--- config.mk ---
export PLATFORM = sky130hd
export DESIGN_NAME = instr_fetch_ctrl
export DESIGN_NICKNAME = d
export VERILOG_FILES = /design/src/rtl/fetch_pkg.sv /design/src/rtl/fetch_fifo.sv /design/src/rtl/instr_fetch_ctrl.sv
export SDC_FILE = /design/constraint.sdc
export NUM_CORES = 1
export LEC_CHECK = 0
export ABC_AREA = 1
export CAP_MARGIN = 20
export CORE_MARGIN = 2
export CORE_UTILIZATION = 50
export CTS_BUF_LIST = sky130_fd_sc_hd__clkbuf_4 sky130_fd_sc_hd__clkbuf_8 sky130_fd_sc_hd__clkbuf_16
export DETAILED_ROUTE_END_ITERATION = 12
export HOLD_SLACK_MARGIN = 0.15
export PLACE_DENSITY = 0.81
export REMOVE_ABC_BUFFERS = 1
export SYNTH_ARGS = -nofsm -noshare
export SYNTH_HDL_FRONTEND = slang
export SYNTH_SLANG_ARGS = --single-unit
--- constraint.sdc ---
create_clock -name clk -period 11.9 [get_ports clk]
set_input_delay 2.38 -clock clk [delete_from_list [all_inputs] [get_ports clk]]
set_output_delay 2.38 -clock clk [all_outputs]
set_load 0.01 [all_outputs]
--- src/rtl/fetch_pkg.sv ---
`default_nettype none
// ============================================================================
// fetch_pkg : shared state encoding and constants for the fetch controller
// Rev 1.0
// ============================================================================
package fetch_pkg;

    typedef enum logic [1:0] {
        IDLE = 2'd0,
        RUN  = 2'd1,
        ERR  = 2'd2
    } fetch_state_e;

    localparam int          INSTR_BYTES = 4;
    localparam logic [31:0] NOP_INSTR   = 32'h0000_0013;

endpackage
`default_nettype wire

--- src/rtl/fetch_fifo.sv ---
`default_nettype none
// ============================================================================
// fetch_fifo : small prefetch FIFO with push/pop/flush and registered head
// Rev 1.0
// ============================================================================
module fetch_fifo #(
    parameter int WIDTH = 64,
    parameter int DEPTH = 2
) (
    input  logic                   clk,
    input  logic                   rst_n,
    input  logic                   i_push,
    input  logic                   i_pop,
    input  logic                   i_flush,
    input  logic [WIDTH-1:0]       i_data,
    output logic [WIDTH-1:0]       o_head,
    output logic [$clog2(DEPTH):0] o_count
);

    localparam int PTR_W = $clog2(DEPTH);
    localparam int CNT_W = PTR_W + 1;

    logic [WIDTH-1:0] r_mem [DEPTH];
    logic [PTR_W-1:0] r_wr_ptr;
    logic [PTR_W-1:0] r_rd_ptr;
    logic [CNT_W-1:0] r_count;
    logic             w_pop;

    // Pops on an empty FIFO are ignored so pointers can never desynchronise.
    assign w_pop   = i_pop & (r_count != '0);
    assign o_head  = r_mem[r_rd_ptr];
    assign o_count = r_count;

    always_ff @(posedge clk or negedge rst_n) begin
        if (!rst_n) begin
            r_wr_ptr <= '0;
            r_rd_ptr <= '0;
            r_count  <= '0;
        end else if (i_flush) begin
            r_wr_ptr <= '0;
            r_rd_ptr <= '0;
            r_count  <= '0;
        end else begin
            if (i_push) r_wr_ptr <= r_wr_ptr + PTR_W'(1);
            if (w_pop)  r_rd_ptr <= r_rd_ptr + PTR_W'(1);
            if (i_push && !w_pop)      r_count <= r_count + CNT_W'(1);
            else if (!i_push && w_pop) r_count <= r_count - CNT_W'(1);
        end
    end

    always_ff @(posedge clk) begin
        if (i_push && !i_flush) r_mem[r_wr_ptr] <= i_data;
    end

endmodule
`default_nettype wire

--- src/rtl/instr_fetch_ctrl.sv ---
`default_nettype none
// ============================================================================
// instr_fetch_ctrl : PC sequencing, prefetch FIFO and redirect/misalign FSM
// Rev 1.0
// ============================================================================
module instr_fetch_ctrl
    import fetch_pkg::*;
#(
    parameter int                    ADDR_WIDTH = 32,
    parameter int                    DATA_WIDTH = 32,
    parameter logic [ADDR_WIDTH-1:0] RESET_PC   = '0,
    parameter int                    FIFO_DEPTH = 2
) (
    input  logic                  clk,
    input  logic                  rst_n,
    output logic [ADDR_WIDTH-1:0] instr_addr,
    input  logic [DATA_WIDTH-1:0] instr,
    input  logic                  fetch_en,
    input  logic                  redirect_valid,
    input  logic [ADDR_WIDTH-1:0] redirect_pc,
    output logic                  out_valid,
    output logic [DATA_WIDTH-1:0] out_instr,
    output logic [ADDR_WIDTH-1:0] out_pc,
    input  logic                  out_ready,
    output logic                  misalign_err
);

    localparam int EW = ADDR_WIDTH + DATA_WIDTH;
    localparam int CW = $clog2(FIFO_DEPTH) + 1;

    fetch_state_e          r_state;
    logic [ADDR_WIDTH-1:0] r_pc;
    logic                  r_misalign;

    logic [EW-1:0]         w_head;
    logic [CW-1:0]         w_count;
    logic                  w_deq;
    logic                  w_enq;
    logic                  w_room;
    logic                  w_misaligned;

    assign instr_addr   = r_pc;
    assign out_valid    = (w_count != '0);
    assign out_pc       = out_valid ? w_head[EW-1:DATA_WIDTH] : '0;
    assign out_instr    = out_valid ? w_head[DATA_WIDTH-1:0] : DATA_WIDTH'(NOP_INSTR);
    assign misalign_err = r_misalign;

    // A full FIFO may still accept a word when the head leaves in the same cycle.
    assign w_deq        = out_valid & out_ready;
    assign w_room       = (w_count < CW'(FIFO_DEPTH)) | w_deq;
    assign w_enq        = (r_state == RUN) & fetch_en & w_room & ~redirect_valid;
    assign w_misaligned = redirect_valid & (redirect_pc[1:0] != 2'b00);

    fetch_fifo #(
        .WIDTH (EW),
        .DEPTH (FIFO_DEPTH)
    ) u_fifo (
        .clk     (clk),
        .rst_n   (rst_n),
        .i_push  (w_enq),
        .i_pop   (w_deq),
        .i_flush (redirect_valid),
        .i_data  ({r_pc, instr}),
        .o_head  (w_head),
        .o_count (w_count)
    );

    always_ff @(posedge clk or negedge rst_n) begin
        if (!rst_n) begin
            r_state    <= IDLE;
            r_pc       <= RESET_PC;
            r_misalign <= 1'b0;
        end else if (redirect_valid) begin
            r_pc <= redirect_pc;
            if (w_misaligned) begin
                r_state    <= ERR;
                r_misalign <= 1'b1;
            end else begin
                r_state    <= fetch_en ? RUN : IDLE;
                r_misalign <= 1'b0;
            end
        end else begin
            if (w_enq) r_pc <= r_pc + ADDR_WIDTH'(INSTR_BYTES);
            // ERR is left only through an aligned redirect.
            if (r_state != ERR) r_state <= fetch_en ? RUN : IDLE;
        end
    end

endmodule
`default_nettype wire

==> out/qor.csv, run 1 <==
stage,metric,value,unit
status,status,"complete, no violations",
logic_synthesis,synthMostInstantiatedCell,nand2_1,
logic_synthesis,synth_enable_flop_cells,128,
clocking,cts_tree,done,
clocking,root_buffer,clkbuf_16,
grt,grt_usage,23.1,%
sta,max_freq,0.199,GHz
logic_synthesis,synth_seq_area_share,65.1,%
logic_synthesis,synthArstFlopShare,23.4,%
final_layout,area_growth_syn_to_layout,32.2,%
critical_path,slowest_stage,clkdlybuf4s50_1,
die,start_util,51.1,%
critical_path,cp.arrival,2.64,ns
final_layout,final_cells,1102,
sta,fin_crit,5.02,ns
power_and_ir_drop,switchingPower,0.442,mW
critical_path,crit_path_start_kind,register,
critical_path,r2r-end,u_fifo.r_mem[1][15],
grt,grt.met2_usage,37.8,%
clocking,ctsHoldBuffers,0,
grt,grt.overflow.total,0,
clocking,cts_sinks,167,
logic_synthesis,yosysWarnings,0,
logic_synthesis,yosysUniqueCellTypes,32,
power_and_ir_drop,finalPower,1.57,mW
power_and_ir_drop,swShare,28.3,%
clocking,post_cts_resized,0,
clocking,clk_pin_slew,0.06,ns
logic_synthesis,synth_top_area_share,51.9,%
detailed_routing,final_antenna_net_count,0,
final_layout,diodes,0,
clocking,cts_max_level,4,
detailed_routing,drt_iter0_drc,407,
grt,gr-max-usage-layer,met2,
critical_path,critPathKind,reg -> out,
power_and_ir_drop,p_comb_share,22.3,%
critical_path,cp_data_required_time,9.52,ns
clocking,insertion_delay,0.43,ns
logic_synthesis,yosys-top-cells-area,"edfxtp_1 52%, nand2_1 15%, dfrtp_1 13%, a21oi_1 4.4%, nor2_1 2.6%",
critical_path,crit_start,u_fifo.o_count[1],
critical_path,rr_startpoint,r_state[0],
sta,setup_violations,0,
power_and_ir_drop,p_leak,3.76,nW
critical_path,reg2regPathDepth,7,
detailed_routing,wl,17.7,mm
logic_synthesis,synth_common_cells,"297 x nand2_1, 128 x edfxtp_1, 65 x a21oi_1",
worst_hold_path,min-delay-path-class,reg -> reg,
logic_synthesis,synth_cells,745,
sta,skew,0.0109,ns
logic_synthesis,avgSynthCellArea,9.94,µm²
logic_synthesis,synth_area,0.00740,mm²
logic_synthesis,yosys_most_used_dff,edfxtp_1,
placed_design,place_congestion,0.895,
power_and_ir_drop,p_clk_share,34.3,%
die,core-area,0.0145,mm²
grt,grt_pass1_vias,5598,
final_layout,drive_gt1_share,8.28,%
power_and_ir_drop,ir_drop,0.0824,mV
die,die_h,126,µm
grt,antenna_found_initial,0,
sta,final-hold-violation-count,0,
detailed_routing,viasPerCell,5.23,
grt,use_met3,5.44,%
worst_hold_path,hold_depth,2,
detailed_routing,drc,0,
clocking,clock_path_buffers,2,
clocking,post-cts-setup-buffers,0,
power_and_ir_drop,p_int,1.12,mW
detailed_routing,vias,5759,
critical_path,endpoint,out_instr[4],
grt,grt_max_degree,66,
placed_design,place_inst,1072,
die,ioPinCount,167,
sta,rsz0062_at_grt,no,
logic_synthesis,yosysTopAreaCell,edfxtp_1,
sta,tightest_slew,0.893,ns
die,die_width,126,µm
power_and_ir_drop,cellPowerDensity,160,mW/mm²
grt,grt_pass1_wl,28.3,mm
critical_path,end_kind,output pin,
logic_synthesis,ys_ff_latch,167,
critical_path,cp_slowest_stage_delay,0.53,ns
final_layout,fillCellCount,1120,
run,drv_cap,0,
power_and_ir_drop,pwr-share-seq,43.4,%
die,die_area,0.0158,mm²
critical_path,critPathMaxFanout,46,
die,rows,44,
grt,met1_usage,30.0,%
sta,min_period_over_period,42.1,%
critical_path,ff2ff_setup_slack,9.03,ns
sta,slew_headroom,40.5,%
sta,maxSlewViolCount,0,
detailed_routing,drt_pass1_iterations,6,
detailed_routing,wl_per_cell,16.1,µm
critical_path,cp_cell_sequence,nor2_4 > buf_4 > inv_1 > nand3_1 > clkdlybuf4s50_1,
placed_design,numPortBuffers,166,
sta,tns,0,ns
clocking,cts_made_buffers,17,
placed_design,dp_hpwl,11.9,mm
final_layout,finalNetCount,977,
## routing by layer
layer,wire (µm),vias up
li1,-,2795
met1,7490,2710
met2,8660,217
met3,1170,37
met4,418,0
met5,0,-
## registers in the layout, indices dropped and copies added (netlist names)
signal           cells
misalign_err         1
u_fifo.r_rd_ptr      1
instr_addr          32
u_fifo.r_wr_ptr      1
u_fifo.r_mem       128
r_state              2
u_fifo.o_count       2
## placed cells by master (no fill, tap or decap)
cell type / count
clkdlybuf4s50_1: 165
inv_1: 36
a21oi_2: 1
buf_2: 1
o22ai_1: 1
a22oi_1: 1
inv_6: 4
clkbuf_16: 17
a31oi_1: 1
buf_4: 5
nand2_2: 11
o211ai_1: 4
clkinvlp_4: 2
inv_2: 2
clkinv_4: 3
nand4_1: 2
ha_1: 1
dfrtp_2: 1
inv_4: 1
xor2_1: 6
clkinv_2: 2
nand2_1: 297
xnor2_1: 4
nand3_2: 10
nand3_1: 31
nand2_4: 1
o21a_1: 1
bufinv_16: 2
buf_12: 1
nor2_4: 6
dfrtp_1: 38
edfxtp_1: 128
o21bai_1: 1
o21ai_0: 10
nor2_1: 50
nor2_2: 6
a21oi_1: 65
## worst max-delay path: cells and delay by family, from the launching register on
kind | cells | cell delay (ns)
simple gates | 2 | 0.53
buf+inv | 3 | 1.21
flops | 1 | 0.44
## power groups by stage
| stage | registers, mW | clock network (mW) | logic (mW) |
|---|---|---|---|
| after floorplan | 0.696 | 0 | 0.142 |
| after global placement | 0.691 | 0 | 0.344 |
| after detailed placement | 0.692 | 0 | 0.350 |
| after CTS | 0.680 | 0.544 | 0.353 |
| after global routing | 0.683 | 0.569 | 0.380 |
| final | 0.680 | 0.537 | 0.349 |
## layout make-up
type,count,area [µm²],area share (%)
tap,184,230,2.35
timing repair buffer,172,1710,17.5
sequential,167,4820,49.2
clock buffer,17,425,4.35
inverter,39,149,1.52
multi-input combinational,510,2300,23.5
clock inverter,13,146,1.50
## stage by stage
| stage | hold WS (ns) | area [µm²] | setup WS (ns) | util, % |
|---|---|---|---|---|
| final | 0.485 | 9790 | 6.88 | 67.6 |
| after CTS | 0.482 | 9790 | 6.84 | 67.6 |
| after global routing | 0.524 | 9790 | 6.70 | 67.6 |
| after detailed placement | 0.466 | 9220 | 6.50 | 63.7 |
| after global placement | 0.462 | 9200 | 6.55 | 63.5 |
| after floorplan | 0.467 | 7260 | 5.61 | - |
## worst min-delay path by stage
stage	start	to	slack (ns)
6_report	misalign_err	misalign_err	0.49
5_1_grt	misalign_err	misalign_err	0.52
4_1_cts	misalign_err	misalign_err	0.48
3_5_place_dp	misalign_err	misalign_err	0.47
3_3_place_gp	misalign_err	misalign_err	0.46
2_1_floorplan	r_state[0]	r_state[1]	0.47
## cells by family (layout without fill, tap and decap cells)
| kind of cell | after synthesis | after routing | synth area share (%) |
|---|---|---|---|
| compound gates | 85 | 85 | 6.07 |
| xor+xnor | 10 | 10 | 1.18 |
| fa+ha+maj | 1 | 1 | 0.169 |
| buf+inv | 68 | 241 | 3.97 |
| flops | 167 | 167 | 65.1 |
| simple gates | 414 | 414 | 23.5 |
Power figures use the tool's default switching activity.
==> inputs of run 2 (changes only) <==
--- a/config.mk
+++ b/config.mk
@@ -8,11 +8,11 @@
 export ABC_AREA = 1
 export CAP_MARGIN = 20
 export CORE_MARGIN = 2
-export CORE_UTILIZATION = 50
+export CORE_UTILIZATION = 46
 export CTS_BUF_LIST = sky130_fd_sc_hd__clkbuf_4 sky130_fd_sc_hd__clkbuf_8 sky130_fd_sc_hd__clkbuf_16
 export DETAILED_ROUTE_END_ITERATION = 12
 export HOLD_SLACK_MARGIN = 0.15
-export PLACE_DENSITY = 0.81
+export PLACE_DENSITY = 0.79
 export REMOVE_ABC_BUFFERS = 1
 export SYNTH_ARGS = -nofsm -noshare
 export SYNTH_HDL_FRONTEND = slang
==> constraint.sdc (replaced) <==
create_clock -name clk -period 4.14 [get_ports clk]
set_input_delay 0.828 -clock clk [delete_from_list [all_inputs] [get_ports clk]]
set_output_delay 0.828 -clock clk [all_outputs]
set_load 0.01 [all_outputs]
==> out/qor.csv, run 2 (same netlist as run 1, synthesis figures left out) <==
stage,metric,value,unit,change
sta,tightest_slew,0.938,ns,+0.0454 ns
clocking,insertion_delay,0.43,ns,about the same
power_and_ir_drop,p_clk_share,32.6,%,-1.7 points
sta,fin_crit,3.38,ns,
clocking,clk_pin_slew,0.07,ns,about the same
detailed_routing,viasPerCell,5.10,,-2.4%
sta,slew_headroom,37.5,%,-3.0 points
sta,skew,0.0124,ns,+0.00152 ns
detailed_routing,final_antenna_net_count,0,,unchanged
critical_path,crit_path_start_kind,register,,
power_and_ir_drop,finalPower,4.39,mW,+180%
run,drv_cap,0,,unchanged
clocking,cts_made_buffers,17,,unchanged
grt,grt_max_degree,66,,unchanged
critical_path,cp_data_required_time,3.31,ns,-6.21 ns
final_layout,final_util,62.1,%,-5.5 points
grt,grt_pass1_vias,5691,,+1.7%
placed_design,preCtsSetupSlack,1.24,ns,-5.26 ns
die,die_width,131,µm,+4.1%
critical_path,reg2regPathDepth,8,,+1
placed_design,place_congestion,0.902,,+0.74%
detailed_routing,drt_iter0_drc,472,,+16%
power_and_ir_drop,switchingPower,1.28,mW,+190%
detailed_routing,vias,5817,,+1.0%
clocking,cts_sinks,167,,unchanged
power_and_ir_drop,swShare,29.1,%,+0.88 points
power_and_ir_drop,p_int,3.11,mW,+180%
clocking,post_cts_resized,0,,unchanged
power_and_ir_drop,p_leak,3.77,nW,about the same
clocking,post-cts-setup-buffers,0,,unchanged
sta,setup_slack,0.762,ns,-6.12 ns
power_and_ir_drop,cellPowerDensity,446,mW/mm²,+180%
final_layout,largest_reg_flops,128,,unchanged
clocking,cts_max_level,4,,unchanged
detailed_routing,wl,18.7,mm,+5.2%
placed_design,numPortBuffers,166,,unchanged
sta,setup_violations,0,,unchanged
power_and_ir_drop,pwr-share-seq,45.0,%,+1.6 points
clocking,root_buffer,clkbuf_16,,
sta,whs,0.506,ns,+0.0206 ns
grt,grt_pass1_wl,28.6,mm,+0.90%
die,core-area,0.0158,mm²,+9.3%
clocking,ctsHoldBuffers,0,,unchanged
status,status,"complete, no violations",,
placed_design,dp_hpwl,12.5,mm,+5.2%
final_layout,final_common_cell,nand2_1,,
clocking,clock_path_buffers,2,,unchanged
die,die_area,0.0171,mm²,+8.4%
grt,use_met3,5.54,%,+0.10 points
sta,min_period_over_period,81.6,%,
die,ioPinCount,167,,unchanged
critical_path,critPathKind,reg -> out,,
grt,grt_usage,22.2,%,-0.92 points
grt,met1_usage,27.4,%,-2.5 points
detailed_routing,drc,0,,unchanged
sta,tns,0,ns,unchanged
grt,grt.overflow.total,0,,unchanged
critical_path,critPathMaxFanout,38,,-17%
critical_path,end_kind,output pin,,
final_layout,layout_common_cells,"297 x nand2_1, 165 x clkdlybuf4s50_1, 128 x edfxtp_1",,
sta,rsz0062_at_grt,no,,
sta,max_freq,0.296,GHz,
final_layout,drive_gt1_share,8.66,%,+0.38 points
worst_hold_path,hold_depth,2,,unchanged
final_layout,top_register,u_fifo.r_mem,,
grt,gr-max-usage-layer,met2,,
sta,final-hold-violation-count,0,,unchanged
sta,maxSlewViolCount,0,,unchanged
clocking,cts_tree,done,,
detailed_routing,wl_per_cell,16.4,µm,+1.6%
detailed_routing,drt_pass1_iterations,4,,-2
power_and_ir_drop,ir_drop,0.259,mV,+210%
grt,antenna_found_initial,0,,unchanged
final_layout,area_growth_syn_to_layout,32.9,%,
die,start_util,46.8,%,-4.4 points
power_and_ir_drop,p_comb_share,22.4,%,about the same
die,die_h,131,µm,+4.1%
final_layout,finalNetCount,981,,+0.41%
critical_path,cp.arrival,2.55,ns,-0.09 ns
grt,grt.met2_usage,37.3,%,-0.58 points
worst_hold_path,min-delay-path-class,reg -> reg,,
die,rows,46,,+4.5%
-- run 2: changes by cell type in the layout (fill, tap and decap cells not counted), sizes merged --
cell and delta:
clkinv +6, diode +1, inv -2, buf +4, bufinv -2
-- run 2: cell type report --
class,instances,area [µm²]
Timing Repair Buffer,176,1760
Multi-Input combinational cell,510,2300
Inverter,39,149
Clock buffer,17,425
Fill cell,1285,5990
Clock inverter,15,106
Sequential cell,167,4820
Tap cell,216,270
Antenna cell,1,2.50
-- run 2: final timing paths --
| check | startpoint | slack (ns) | end |
|---|---|---|---|
| worst min-delay path | misalign_err | 0.51 | misalign_err |
| worst min register to register | misalign_err | 0.51 | misalign_err |
| min in group asynchronous | rst_n | 0.53 | instr_addr[25] |
| worst max register to register | u_fifo.o_count[1] | 2.21 | instr_addr[30] |
| max in group asynchronous | rst_n | 2.95 | u_fifo.r_rd_ptr |
| worst max-delay path | u_fifo.r_rd_ptr | 0.76 | out_instr[5] |
-- run 2: per-layer routing --
metal,wire (µm),vias to the layer above
met5,0,-
met4,426,0
met3,1310,37
met2,9060,195
met1,7880,2781
li1,-,2804
-- run 2: critical path: stages (launching register included) --
cell and delay, ns:
dfrtp_2 0.74, buf_4 0.49, nand2_1 0.12, a21oi_1 0.20, clkdlybuf4s50_1 0.57
-- run 2: per-stage QoR --
stage	area, µm²	cells
2_1_floorplan	7260	716
3_3_place_gp	9300	1108
3_5_place_dp	9300	1108
4_1_cts	9830	1140
5_1_grt	9830	1140
6_report	9840	1141
-- run 2: power by group through the flow --
| stage | clock (mW) | sequential [mW] | combinational (mW) |
|---|---|---|---|
| global placement | 0 | 2.01 | 0.972 |
| finish | 1.43 | 1.98 | 0.985 |
| CTS | 1.45 | 1.97 | 0.991 |
| floorplan | 0 | 2.00 | 0.407 |
| global route | 1.52 | 1.99 | 1.08 |
| detailed placement | 0 | 2.01 | 0.985 |
==> inputs of run 3 (changes only) <==
==> constraint.sdc (replaced) <==
create_clock -name clk -period 2.85 [get_ports clk]
set_input_delay 0.57 -clock clk [delete_from_list [all_inputs] [get_ports clk]]
set_output_delay 0.57 -clock clk [all_outputs]
set_load 0.01 [all_outputs]
==> out/qor.csv, run 3 (same netlist as run 1, synthesis figures left out) <==
stage,metric,value,unit,change
clocking,cts_sinks,167,,unchanged
final_layout,area_growth_syn_to_layout,34.4,%,
grt,grt_max_degree,66,,unchanged
critical_path,cp_cell_sequence,inv_2 > buf_12 > nand2_1 > a21oi_1 > clkdlybuf4s50_1,,
die,core-area,0.0158,mm²,unchanged
clocking,clk_pin_slew,0.06,ns,about the same
critical_path,ff2ff_setup_slack,0.98,ns,-1.23 ns
critical_path,cp.arrival,2.12,ns,-0.43 ns
critical_path,critPathKind,reg -> out,,
clocking,cts_max_level,4,,unchanged
critical_path,cp_data_required_time,2.28,ns,-1.03 ns
grt,grt_usage,20.7,%,-1.5 points
die,start_util,46.8,%,unchanged
clocking,post_cts_resized,0,,unchanged
sta,max_freq,0.372,GHz,
sta,skew,0.00808,ns,-0.00436 ns
clocking,cts_made_buffers,17,,unchanged
final_layout,largest_reg_flops,128,,unchanged
grt,grt_pass1_wl,26.6,mm,-7.0%
power_and_ir_drop,ir_drop,0.383,mV,+48%
critical_path,path_delay_family,buffers and inverters,,
final_layout,drive_gt1_share,9.17,%,+0.51 points
final_layout,layout_common_cells,"297 x nand2_1, 165 x clkdlybuf4s50_1, 128 x edfxtp_1",,
grt,antenna_found_initial,0,,unchanged
clocking,post-cts-setup-buffers,0,,unchanged
clocking,clock_path_buffers,2,,unchanged
sta,maxSlewViolCount,0,,unchanged
die,die_width,131,µm,unchanged
detailed_routing,drt_iter0_drc,361,,-24%
detailed_routing,wl,17.8,mm,-4.5%
clocking,root_buffer,clkbuf_16,,
placed_design,place_inst,1111,,+0.27%
detailed_routing,final_antenna_net_count,0,,unchanged
sta,rsz0062_at_grt,no,,
final_layout,final_cells,1143,,+0.18%
critical_path,cp_num_buf_inv,3,,+1
run,drv_cap,0,,unchanged
clocking,cts_tree,done,,
critical_path,critPathMaxFanout,65,,+71%
die,die_area,0.0171,mm²,unchanged
sta,tightest_slew,0.913,ns,-0.0250 ns
sta,final-hold-violation-count,0,,unchanged
placed_design,numPortBuffers,166,,unchanged
placed_design,dpl-instance-area,0.00936,mm²,+0.65%
grt,grt.overflow.total,0,,unchanged
sta,slew_headroom,39.1,%,+1.7 points
final_layout,stdcell_area,0.00995,mm²,+1.1%
detailed_routing,wl_per_cell,15.6,µm,-4.7%
critical_path,cp_slowest_stage_delay,0.58,ns,-0.16 ns
sta,tns,0,ns,unchanged
die,die_h,131,µm,unchanged
sta,min_period_over_period,94.4,%,
sta,setup_violations,0,,unchanged
final_layout,multi_input_area,0.00230,mm²,unchanged
placed_design,dp_hpwl,12.3,mm,-1.8%
final_layout,finalNetCount,984,,+0.31%
critical_path,end_kind,output pin,,
final_layout,top_register,u_fifo.r_mem,,
detailed_routing,viasPerCell,5.00,,-1.9%
sta,fin_crit,2.69,ns,
power_and_ir_drop,p_leak,3.83,nW,+1.8%
die,ioPinCount,167,,unchanged
critical_path,slowest_stage,clkdlybuf4s50_1,,
clocking,insertion_delay,0.42,ns,about the same
die,rows,46,,unchanged
final_layout,diodes,0,,-1
detailed_routing,drt_pass1_iterations,5,,+1
placed_design,place_congestion,0.887,,-1.7%
power_and_ir_drop,cellPowerDensity,664,mW/mm²,+49%
detailed_routing,drc,0,,unchanged
final_layout,regArea,0.00482,mm²,unchanged
grt,grt_pass1_vias,5393,,-5.2%
worst_hold_path,min-delay-path-class,in -> async,,
final_layout,fillCellCount,1235,,-3.9%
detailed_routing,vias,5714,,-1.8%
status,status,"complete, no violations",,
final_layout,final_common_cell,nand2_1,,
clocking,ctsHoldBuffers,0,,unchanged
critical_path,crit_path_start_kind,register,,
run 3: cell types whose count changed in the layout (fill, tap and decap cells not counted), sizes merged:
cell,previous run,this run
inv,41,40
clkbuf,17,23
diode,1,0
clkinv,11,4
buf,11,14
bufinv,0,2
run 3: cell type report:
cell class              instances  area share (%)
inverters                      39            1.50
well taps                     216            2.72
multi-input cells             510            23.2
flip-flops and latches        167            48.5
repair buffers                179            18.3
clock buffers                  23            4.85
clock inverters                 9            1.04
run 3: metal layers:
| layer | GRT usage [%] | wire, µm |
|---|---|---|
| met4 | 8.26 | 372 |
| met5 | 0 | 0 |
| met2 | 34.3 | 8580 |
| met3 | 5.66 | 1150 |
| met1 | 26.0 | 7720 |
run 3: per-stage QoR:
step / power [mW] / worst slack (ns) / utilization, % / hold WS, ns
2_1_floorplan: 3.50 / -1.63 / - / 0.274
3_3_place_gp: 4.38 / 0.437 / 59.1 / 0.466
3_5_place_dp: 4.40 / 0.390 / 59.1 / 0.470
4_1_cts: 6.65 / 0.132 / 62.9 / 0.307
5_1_grt: 6.89 / 0.0676 / 62.9 / 0.346
6_report: 6.60 / 0.159 / 62.9 / 0.273
run 3: where the power goes:
| group | switching [mW] | total (mW) | internal (mW) |
|---|---|---|---|
| logic | 0.780 | 1.50 | 0.718 |
| clock network | 0.893 | 2.26 | 1.37 |
| registers | 0.128 | 2.84 | 2.72 |
run 3: worst reg2reg max path, stage by stage, from the launching register on:
cell and delay [ns]:
dfrtp_1 0.45, nand2_2 0.10, nand2_4 0.12, inv_4 0.06, nor2_4 0.48, inv_1 0.26
o21ai_0 0.22, inv_1 0.06, nand2_1 0.06
run 3: final timing paths:
check,to,from,cells past startpoint
max,out_pc[4],u_fifo.r_rd_ptr,5
min,instr_addr[24],rst_n,1
max reg2reg,instr_addr[28],u_fifo.o_count[1],8
min reg2reg,misalign_err,misalign_err,2
max in group asynchronous,u_fifo.r_rd_ptr,rst_n,1
min in group clk,misalign_err,misalign_err,2
